<file path="src/rtl/sr_bank_driver.sv">
// Converts a D-style target word into set/reset pulses for an external SR flip-flop bank.
// Optional readback compare of q_fb against the shadow state: define SR_BANK_READBACK_CHECK_EN.
module sr_bank_driver #(
  parameter int WIDTH      = 4,
  parameter int SETTLE_CYC = 1,
  parameter int CNT_W      = 8
) (
  input  logic             clk,
  input  logic             rst,
  input  logic             in_valid,
  output logic             in_ready,
  input  logic [WIDTH-1:0] in_d,
  input  logic             cnt_clr,
  input  logic [WIDTH-1:0] q_fb,
  output logic [WIDTH-1:0] s_out,
  output logic [WIDTH-1:0] r_out,
  output logic             busy,
  output logic             done,
  output logic [WIDTH-1:0] shadow_q,
  output logic [CNT_W-1:0] set_cnt,
  output logic [CNT_W-1:0] rst_cnt,
  output logic             err
);

  localparam logic [1:0] IDLE   = 2'd0;
  localparam logic [1:0] DRIVE  = 2'd1;
  localparam logic [1:0] SETTLE = 2'd2;
  localparam logic [1:0] DONE   = 2'd3;

  localparam int SCW = (SETTLE_CYC > 1) ? $clog2(SETTLE_CYC) : 1;
  localparam logic [SCW-1:0]   SETTLE_LAST = SCW'((SETTLE_CYC > 0) ? SETTLE_CYC - 1 : 0);
  localparam logic [CNT_W-1:0] CNT_MAX     = '1;

  logic [1:0]       state;
  logic [WIDTH-1:0] lat_d;
  logic [SCW-1:0]   scnt;
  logic [WIDTH-1:0] s_nxt, r_nxt;

  assign s_nxt    = in_d & ~shadow_q;
  assign r_nxt    = ~in_d & shadow_q;
  assign in_ready = (state == IDLE);
  assign busy     = (state != IDLE);
  assign done     = (state == DONE);

  function automatic logic [CNT_W-1:0] sat_add(input logic [CNT_W-1:0] cnt,
                                               input logic [WIDTH-1:0] bits);
    logic [CNT_W:0] sum;
    sum = {1'b0, cnt};
    for (int i = 0; i < WIDTH; i++) sum = sum + (CNT_W+1)'(bits[i]);
    return (sum > {1'b0, CNT_MAX}) ? CNT_MAX : sum[CNT_W-1:0];
  endfunction

  // s and r are disjoint by construction, so no bit ever sees s=r=1.
  always_ff @(posedge clk or posedge rst) begin
    if (rst) begin
      state    <= IDLE;
      lat_d    <= '0;
      scnt     <= '0;
      s_out    <= '0;
      r_out    <= '0;
      shadow_q <= '0;
    end else begin
      s_out <= '0;
      r_out <= '0;
      case (state)
        IDLE: if (in_valid) begin
          lat_d <= in_d;
          if (|(s_nxt | r_nxt)) begin
            state <= DRIVE;
            s_out <= s_nxt;
            r_out <= r_nxt;
          end else begin
            state <= DONE;
          end
        end
        DRIVE: begin
          shadow_q <= lat_d;
          scnt     <= '0;
          state    <= (SETTLE_CYC > 0) ? SETTLE : DONE;
        end
        SETTLE: begin
          if (scnt == SETTLE_LAST) state <= DONE;
          else                     scnt  <= scnt + 1'b1;
        end
        default: state <= IDLE;
      endcase
    end
  end

  // A clear coinciding with a DRIVE increment wins.
  always_ff @(posedge clk or posedge rst) begin
    if (rst) begin
      set_cnt <= '0;
      rst_cnt <= '0;
    end else if (cnt_clr) begin
      set_cnt <= '0;
      rst_cnt <= '0;
    end else if (state == DRIVE) begin
      set_cnt <= sat_add(set_cnt, s_out);
      rst_cnt <= sat_add(rst_cnt, r_out);
    end
  end

`ifdef SR_BANK_READBACK_CHECK_EN
  always_ff @(posedge clk or posedge rst) begin
    if (rst)                                   err <= 1'b0;
    else if (cnt_clr)                          err <= 1'b0;
    else if (state == DONE && q_fb != shadow_q) err <= 1'b1;
  end
`else
  logic unused_q_fb;
  assign unused_q_fb = ^q_fb;
  assign err = 1'b0;
`endif

endmodule

</file>
<file path="config.mk">
export PLATFORM = sky130hd
export DESIGN_NAME = sr_bank_driver
export DESIGN_NICKNAME = d
export VERILOG_FILES = /design/src/rtl/sr_bank_driver.sv
export SDC_FILE = /design/constraint.sdc
export NUM_CORES = 1
export LEC_CHECK = 0
export CAP_MARGIN = 30
export CORE_UTILIZATION = 55
export CTS_BUF_LIST = sky130_fd_sc_hd__clkbuf_8
export DETAILED_ROUTE_END_ITERATION = 8
export GPL_ROUTABILITY_DRIVEN = 0
export PLACE_DENSITY = 0.95
export SLEW_MARGIN = 30
export SYNTH_ARGS = -nofsm -noshare
export SYNTH_HDL_FRONTEND = slang
export SYNTH_SLANG_ARGS = --single-unit
export TNS_END_PERCENT = 50
</file>
<file path="constraint.sdc">
create_clock -name clk -period 5.1 [get_ports clk]
set_clock_uncertainty 0.1 [all_clocks]
set_input_delay 1.02 -clock clk [delete_from_list [all_inputs] [get_ports clk]]
set_output_delay 1.02 -clock clk [all_outputs]
set_load 0.01 [all_outputs]
</file>
==> results of run 1 <==
## worst min-delay path by stage
| stage | slack, ns | cells after the start | endpoint | from |
|---|---|---|---|---|
| floorplan | 0.35 | 2 | lat_d[0]$_DFFE_PP0P_ | lat_d[0]$_DFFE_PP0P_ |
| global placement | 0.36 | 2 | shadow_q[0]$_DFFE_PP0P_ | lat_d[0]$_DFFE_PP0P_ |
| detailed placement | 0.38 | 2 | lat_d[2]$_DFFE_PP0P_ | lat_d[2]$_DFFE_PP0P_ |
| CTS | 0.39 | 2 | shadow_q[2]$_DFFE_PP0P_ | lat_d[2]$_DFFE_PP0P_ |
| global route | 0.40 | 2 | shadow_q[2]$_DFFE_PP0P_ | lat_d[2]$_DFFE_PP0P_ |
| finish | 0.39 | 2 | lat_d[2]$_DFFE_PP0P_ | lat_d[2]$_DFFE_PP0P_ |
## cells by family after synthesis
logic type	count (synthesis)
compound gates	36
fa+ha+maj	21
buf+inv	32
flops	34
mux	3
other cells	1
simple gates	56
## cell type report
type                            count  area [um2]  share of cell area
Clock buffer                        6        82.6              0.0343
Clock inverter                      1        30.0              0.0125
Inverter                           24        90.1              0.0374
Multi-Input combinational cell    117         903               0.375
Sequential cell                    34         851               0.353
Tap cell                           44        55.1              0.0229
Timing Repair Buffer               40         395               0.164
## tightest hold or removal path, cell delays in order (launching register included)
cell and delay (ns):
dfrtp_1 0.34, nand2_1 0.05, o21ai_0 0.06
## metrics by stage
step | std cells | total power, mW | hold WS, ns | area [um2] | utilization
4_1_cts | 266 | 1.01 | 0.393 | 2410 | 0.763
3_3_place_gp | 259 | 0.720 | 0.364 | 2290 | 0.728
6_report | 266 | 0.999 | 0.391 | 2410 | 0.763
5_1_grt | 266 | 1.07 | 0.399 | 2410 | 0.763
2_1_floorplan | 183 | 0.585 | 0.350 | 1880 | -
3_5_place_dp | 259 | 0.746 | 0.379 | 2290 | 0.728
## power groups by stage
stage | clock (mW) | sequential, mW | combinational [mW]
3_3_place_gp | 0 | 0.381 | 0.339
4_1_cts | 0.254 | 0.380 | 0.372
3_5_place_dp | 0 | 0.384 | 0.362
5_1_grt | 0.266 | 0.388 | 0.412
6_report | 0.250 | 0.381 | 0.368
2_1_floorplan | 0 | 0.387 | 0.197
## registers in the layout, summed over array words and instances, names as in the netlist
signal,flops
lat_d,4
r_out,4
rst_cnt,8
s_out,4
set_cnt,8
shadow_q,4
state,2
## layout by cell type (no fill, tap or decap), drive strengths merged, types with 5 or more instances in the layout
master         instances
clkdlybuf4s50         38
nand2                 13
ha                    15
a311oi                 6
nor3                   6
o21ai                 11
a211oi                 5
nand4                  5
nor2                  11
inv                   24
dfrtp                 34
and3                  11
fa                     6
clkbuf                 6
## metal layers
metal | routed length, um | track usage | vias up
met1 | 1750 | 0.312 | 695
li1 | - | - | 701
met3 | 143 | 0.0640 | 5
met5 | 0 | 0 | -
met2 | 2040 | 0.441 | 31
met4 | 45 | 0.0682 | 0
==> impl_results.md, run 1 <==
- Post-Synth Adder-Cell Area: 0.163
- P per Cell Area: 415 nW/um2
- Register bit total from synthesis: 34
- Post-Synth Simple-Gate Area: 0.161
- Final WL: between 3000 and 4000 um
- CP delay by family, top: buffers and inverters
- Vias: around 1400
- CP max stage delay: 0.63 ns
- Post-synth EDFFs: 0
- DIE WIDTH: around 60 um
- Detailed Place HPWL: 2830 um
- Most frequent cell after synthesis: dfrtp_1
- Sequential fraction of design power: 0.381
- CTS-repair resized insts: 0
- CP max-delay cell: clkdlybuf4s50_1
- DR WL/cell: approximately 15 um
- CP bufs+invs: 2
- Critical path cell sequence: inv_1 > ha_1 > clkdlybuf4s50_1
- Drt first pass iters: 4
- First-pass GRT wire length: ~6700 um
- Critical Path Source: state[0]$_DFFE_PP0P_
- Internal power: about 0.65 mW
- CTS H-tree depth: 2
- Sw power: about 0.34 mW
- R2r endpoint: set_cnt[1]$_DFFE_PP0P_
- CTS max path bufs: 2
- Via-to-Cell Ratio: about 5.4
- Critical-path maximum fanout: 15
- Top_reg_cell synth: dfrtp_1
- Post-synthesis compound-gate area fraction: 0.137
- GRT Total Usage: 0.252
- Dominant cell type by area after synthesis: dfrtp_1
- Switching fraction of total power: 0.345
- TNS Setup: 0 ns
- # IOs: 44
- Yosys warns: 0
- Layout cells sized above 1: 0.0721
- Max-Slew Margin vs Limit: 0.601
- Crit start category: flip-flop
- Die ar.: 3660 um2
- Final Critical Period: 3.02 ns
- Fin nets: 255
- Syn Inst Count: ~180
- Largest cells by area after synthesis: dfrtp_1 (45%), ha_1 (10%), fa_1 (6.4%)
- Post-CTS Setup Repair Bufs: 0
- LEAKAGE: 1.15 nW
- Die Y: 60.5 um
- Core Rows: 20
- Largest family of logic cells by synthesized area: adder cells
- Reg2reg setup slack: 2.42 ns
- Unrepaired setup endpoints after global routing: false
- Vias in the first global route: about 1400
- CP Class: flip-flop to output port
- ANT cells: 0
- Crit. path cell count: 3
- Final period util: 0.592
- Status: complete, no violations
- Post-synth ARST share: 1.00
- Fillers: 208
- Cell variety after synth: 34
- Maximum clock frequency: between 300 and 400 MHz
- VDD IR max: 0.362 mV
- CTS hold repair buffers: 0
- Inserted Clock Buffers: 5
- Worst Path Required: just under 4 ns
- Core area: 3150 um2
- Critical path endpoint category: output port
- Final ANT Viol Nets: 0
- FF-to-FF path depth: 8
- Combinational fraction of design power: 0.369
- Final worst setup slack: 2.08 ns
- Clock Power Share: 0.250
- Hold Vio Cnt, Final: 0
- Worst hold path type: flip-flop to flip-flop
- Worst Setup EP: in_ready
- CTS tree: yes
- Avg Cell Area, Syn: just over 10 um2
- Synthesized cell area: 1880 um2
- Port Buffers: 38
- Clock latency on the worst-skew pair: 0.28 ns
- Clk sinks: 34
- Worst slew pin tran: 0.597 ns
- Max Cap Viol: 0
- Largest net degree at the start of global routing: 35
- Clock-pin transition on the worst setup and hold timing paths: around 0.060 ns
- Final Max Tran Viols: 0
- Worst slack, placed: between 2 and 2.5 ns
- Post-Synth XOR/XNOR Area: 0
- 1st-iter DRT viols: between 70 and 80
- Register area share after synthesis: 0.452
- Start of the worst register-to-register path: s_out[0]$_DFF_PP0_
- Top cell type's share of synthesized area: 0.452
- Grt ovf: 0
- Initial antenna violation count: 0
- Post-synth top cells: dfrtp_1 (34), inv_1 (24), ha_1 (15), nand2_1 (13)
- Area Growth Syn to Fin: 27.8%
- Root buffer cell: clkbuf_8
- Setup violators final: 0
- Crit path DAT: 1.90 ns
- Starting Density: 0.598
- Mux cell area share after synthesis: 0.0159
- DRC viols: 0
- Syn_nets: 216
No activity file was read; power rests on OpenSTA's default activity.
==> inputs of run 2 (changes only) <==
--- a/config.mk
+++ b/config.mk
@@ -6,11 +6,11 @@
 export NUM_CORES = 1
 export LEC_CHECK = 0
 export CAP_MARGIN = 30
-export CORE_UTILIZATION = 55
+export CORE_UTILIZATION = 51
 export CTS_BUF_LIST = sky130_fd_sc_hd__clkbuf_8
 export DETAILED_ROUTE_END_ITERATION = 8
 export GPL_ROUTABILITY_DRIVEN = 0
-export PLACE_DENSITY = 0.95
+export PLACE_DENSITY = 0.92
 export SLEW_MARGIN = 30
 export SYNTH_ARGS = -nofsm -noshare
 export SYNTH_HDL_FRONTEND = slang
==> constraint.sdc (replaced) <==
create_clock -name clk -period 3.1 [get_ports clk]
set_clock_uncertainty 0.1 [all_clocks]
set_input_delay 0.62 -clock clk [delete_from_list [all_inputs] [get_ports clk]]
set_output_delay 0.62 -clock clk [all_outputs]
set_load 0.01 [all_outputs]
==> impl_results.md, run 2 (synthesis gave the netlist of run 1 again) <==
- Start of the worst register-to-register path: r_out[0]$_DFF_PP0_ (was s_out[0]$_DFF_PP0_)
- Clock-pin transition on the worst setup and hold timing paths: 0.07 ns (was 0.06 ns)
- R2r endpoint: rst_cnt[2]$_DFFE_PP0P_ (was set_cnt[1]$_DFFE_PP0P_)
- CTS-repair resized insts: 0 (unchanged)
- Final WL: 3730 um (was 3980 um)
- Final ANT Viol Nets: 0 (unchanged)
- Port Buffers: 38 (unchanged)
- Most frequent cells in the layout: clkdlybuf4s50_1 (38), dfrtp_1 (34), inv_1 (24) (unchanged)
- Core area: 3440 um2 (was 3150 um2)
- Via-to-Cell Ratio: 5.29 (was 5.38)
- Max Cap Viol: 0 (unchanged)
- CTS tree: yes (unchanged)
- ANT cells: 0 (unchanged)
- Final Critical Period: roughly 2.7 ns
- P per Cell Area: 664 nW/um2 (was 415 nW/um2)
- Unrepaired setup endpoints after global routing: false (unchanged)
- Status: complete, no violations (unchanged)
- Worst slew pin tran: 0.780 ns (was 0.597 ns)
- Worst hold path type: flip-flop to flip-flop (unchanged)
- First-pass GRT wire length: 6480 um (was 6660 um)
- VDD IR max: 0.462 mV (was 0.362 mV)
- # IOs: 44 (unchanged)
- DR WL/cell: 13.9 um (was 15.0 um)
- Layout cells sized above 1: 0.0762 (was 0.0721)
- Vias: 1424 (was 1432)
- Final Max Tran Viols: 0 (unchanged)
- CTS hold repair buffers: 0 (unchanged)
- TNS Setup: 0 ns (unchanged)
- GRT Total Usage: 0.217 (was 0.252)
- Reg2reg setup slack: 0.41 ns (was 2.42 ns)
- Post-CTS Setup Repair Bufs: 0 (unchanged)
- Crit path DAT: 2.79 ns (was 1.90 ns)
- Starting Density: 0.547 (was 0.598)
- Multi-input gate area: 903 um2 (unchanged)
- Setup violators final: 0 (unchanged)
- Max-Slew Margin vs Limit: 0.480 (was 0.601)
- Maximum clock frequency: 372 MHz
- Fin nets: 255 (unchanged)
- CP Class: flip-flop to flip-flop (was flip-flop to output port)
- Clock latency on the worst-skew pair: 0.29 ns (was 0.28 ns)
- Gr busiest metal: met2 (unchanged)
- Critical-path maximum fanout: 6 (was 15)
- Hold Vio Cnt, Final: 0 (unchanged)
- Met3 usage: 0.0657 (was 0.0640)
- CTS max path bufs: 2 (unchanged)
- DRC viols: 0 (unchanged)
- Final worst setup slack: 0.411 ns (was 2.08 ns)
- Area Growth Syn to Fin: 27.8% (unchanged)
- Worst slack, placed: 0.430 ns (was 2.43 ns)
- Largest net degree at the start of global routing: 35 (unchanged)
- Detailed Place HPWL: 2750 um (was 2830 um)
- Initial antenna violation count: 0 (unchanged)
- Worst Setup EP: rst_cnt[2]$_DFFE_PP0P_ (was in_ready)
- CTS H-tree depth: 2 (unchanged)
- Final Power: 1.60 mW (was 0.999 mW)
- DIE WIDTH: 62.8 um (was 60.5 um)
- Hold Path Origin: lat_d[1]$_DFFE_PP0P_ (was lat_d[2]$_DFFE_PP0P_)
- Fillers: 261 (was 208)
- GRT met1 Usage: 0.281 (was 0.312)
- Biggest regs: rst_cnt (8), set_cnt (8) (unchanged)
- Crit start category: flip-flop (unchanged)
- Grt ovf: 0 (unchanged)
- Clk sinks: 34 (unchanged)
- Vias in the first global route: 1392 (was 1433)
- Die ar.: 3940 um2 (was 3660 um2)
- Met2 usage: 0.334 (was 0.441)
- Critical Path Source: r_out[0]$_DFF_PP0_ (was state[0]$_DFFE_PP0P_)
- Register area: 851 um2 (unchanged)
- Root buffer cell: clkbuf_8 (unchanged)
- LEAKAGE: 1.15 nW (about the same)
- Worst Path Required: 3.20 ns (was 3.98 ns)
- Die Y: 62.8 um (was 60.5 um)
- Critical path endpoint category: flip-flop (was output port)
- Inserted Clock Buffers: 5 (unchanged)
- FF-to-FF path depth: 9 (was 8)
- Core Rows: 21 (was 20)
- Drt first pass iters: 4 (unchanged)
- Commonest non-fill, non-tap cell in the layout: clkdlybuf4s50_1 (unchanged)
- 1st-iter DRT viols: 74 (was 79)
- Final period util: 0.867
-- run 2: worst max-delay path, stage by stage, from the launching register on --
cell      delay [ns]
dfrtp_1         0.40
fa_1            0.55
inv_1           0.05
fa_1            0.39
inv_1           0.09
fa_1            0.28
nand4_1         0.17
nand2b_1        0.22
and4_1          0.21
nor3_1          0.15
-- run 2: per-layer routing --
metal,wire [um],vias up
met5,0,-
met4,73,0
met3,180,11
met2,1760,43
met1,1710,669
li1,-,701
-- run 2: area by class of cell --
class | instances | area share
multi-input combinational | 117 | 0.375
inverter | 24 | 0.0374
sequential | 34 | 0.353
tap | 46 | 0.0239
timing repair buffer | 40 | 0.164
clock buffer | 8 | 0.0457
-- run 2: worst min-delay path by stage --
stage	slack, ns	to	cells after the start
final	0.38	shadow_q[1]$_DFFE_PP0P_	2
after global routing	0.41	lat_d[3]$_DFFE_PP0P_	2
after CTS	0.39	lat_d[3]$_DFFE_PP0P_	2
after detailed placement	0.37	lat_d[3]$_DFFE_PP0P_	2
after global placement	0.36	shadow_q[2]$_DFFE_PP0P_	2
after floorplan	0.35	lat_d[0]$_DFFE_PP0P_	2
-- run 2: metrics by stage --
step	cell area (um2)	hold WS, ns	utilization	cells
3_5_place_dp	2300	0.374	0.667	261
6_report	2410	0.383	0.699	269
4_1_cts	2410	0.389	0.699	269
2_1_floorplan	1880	0.350	-	183
3_3_place_gp	2300	0.358	0.667	261
5_1_grt	2410	0.408	0.699	269
-- run 2: report_power, final --
| group | total (mW) | switching [mW] | internal [mW] |
|---|---|---|---|
| logic | 0.592 | 0.311 | 0.280 |
| registers | 0.626 | 0.0890 | 0.537 |
| clock network | 0.382 | 0.158 | 0.224 |
| total | 1.60 | 0.558 | 1.04 |
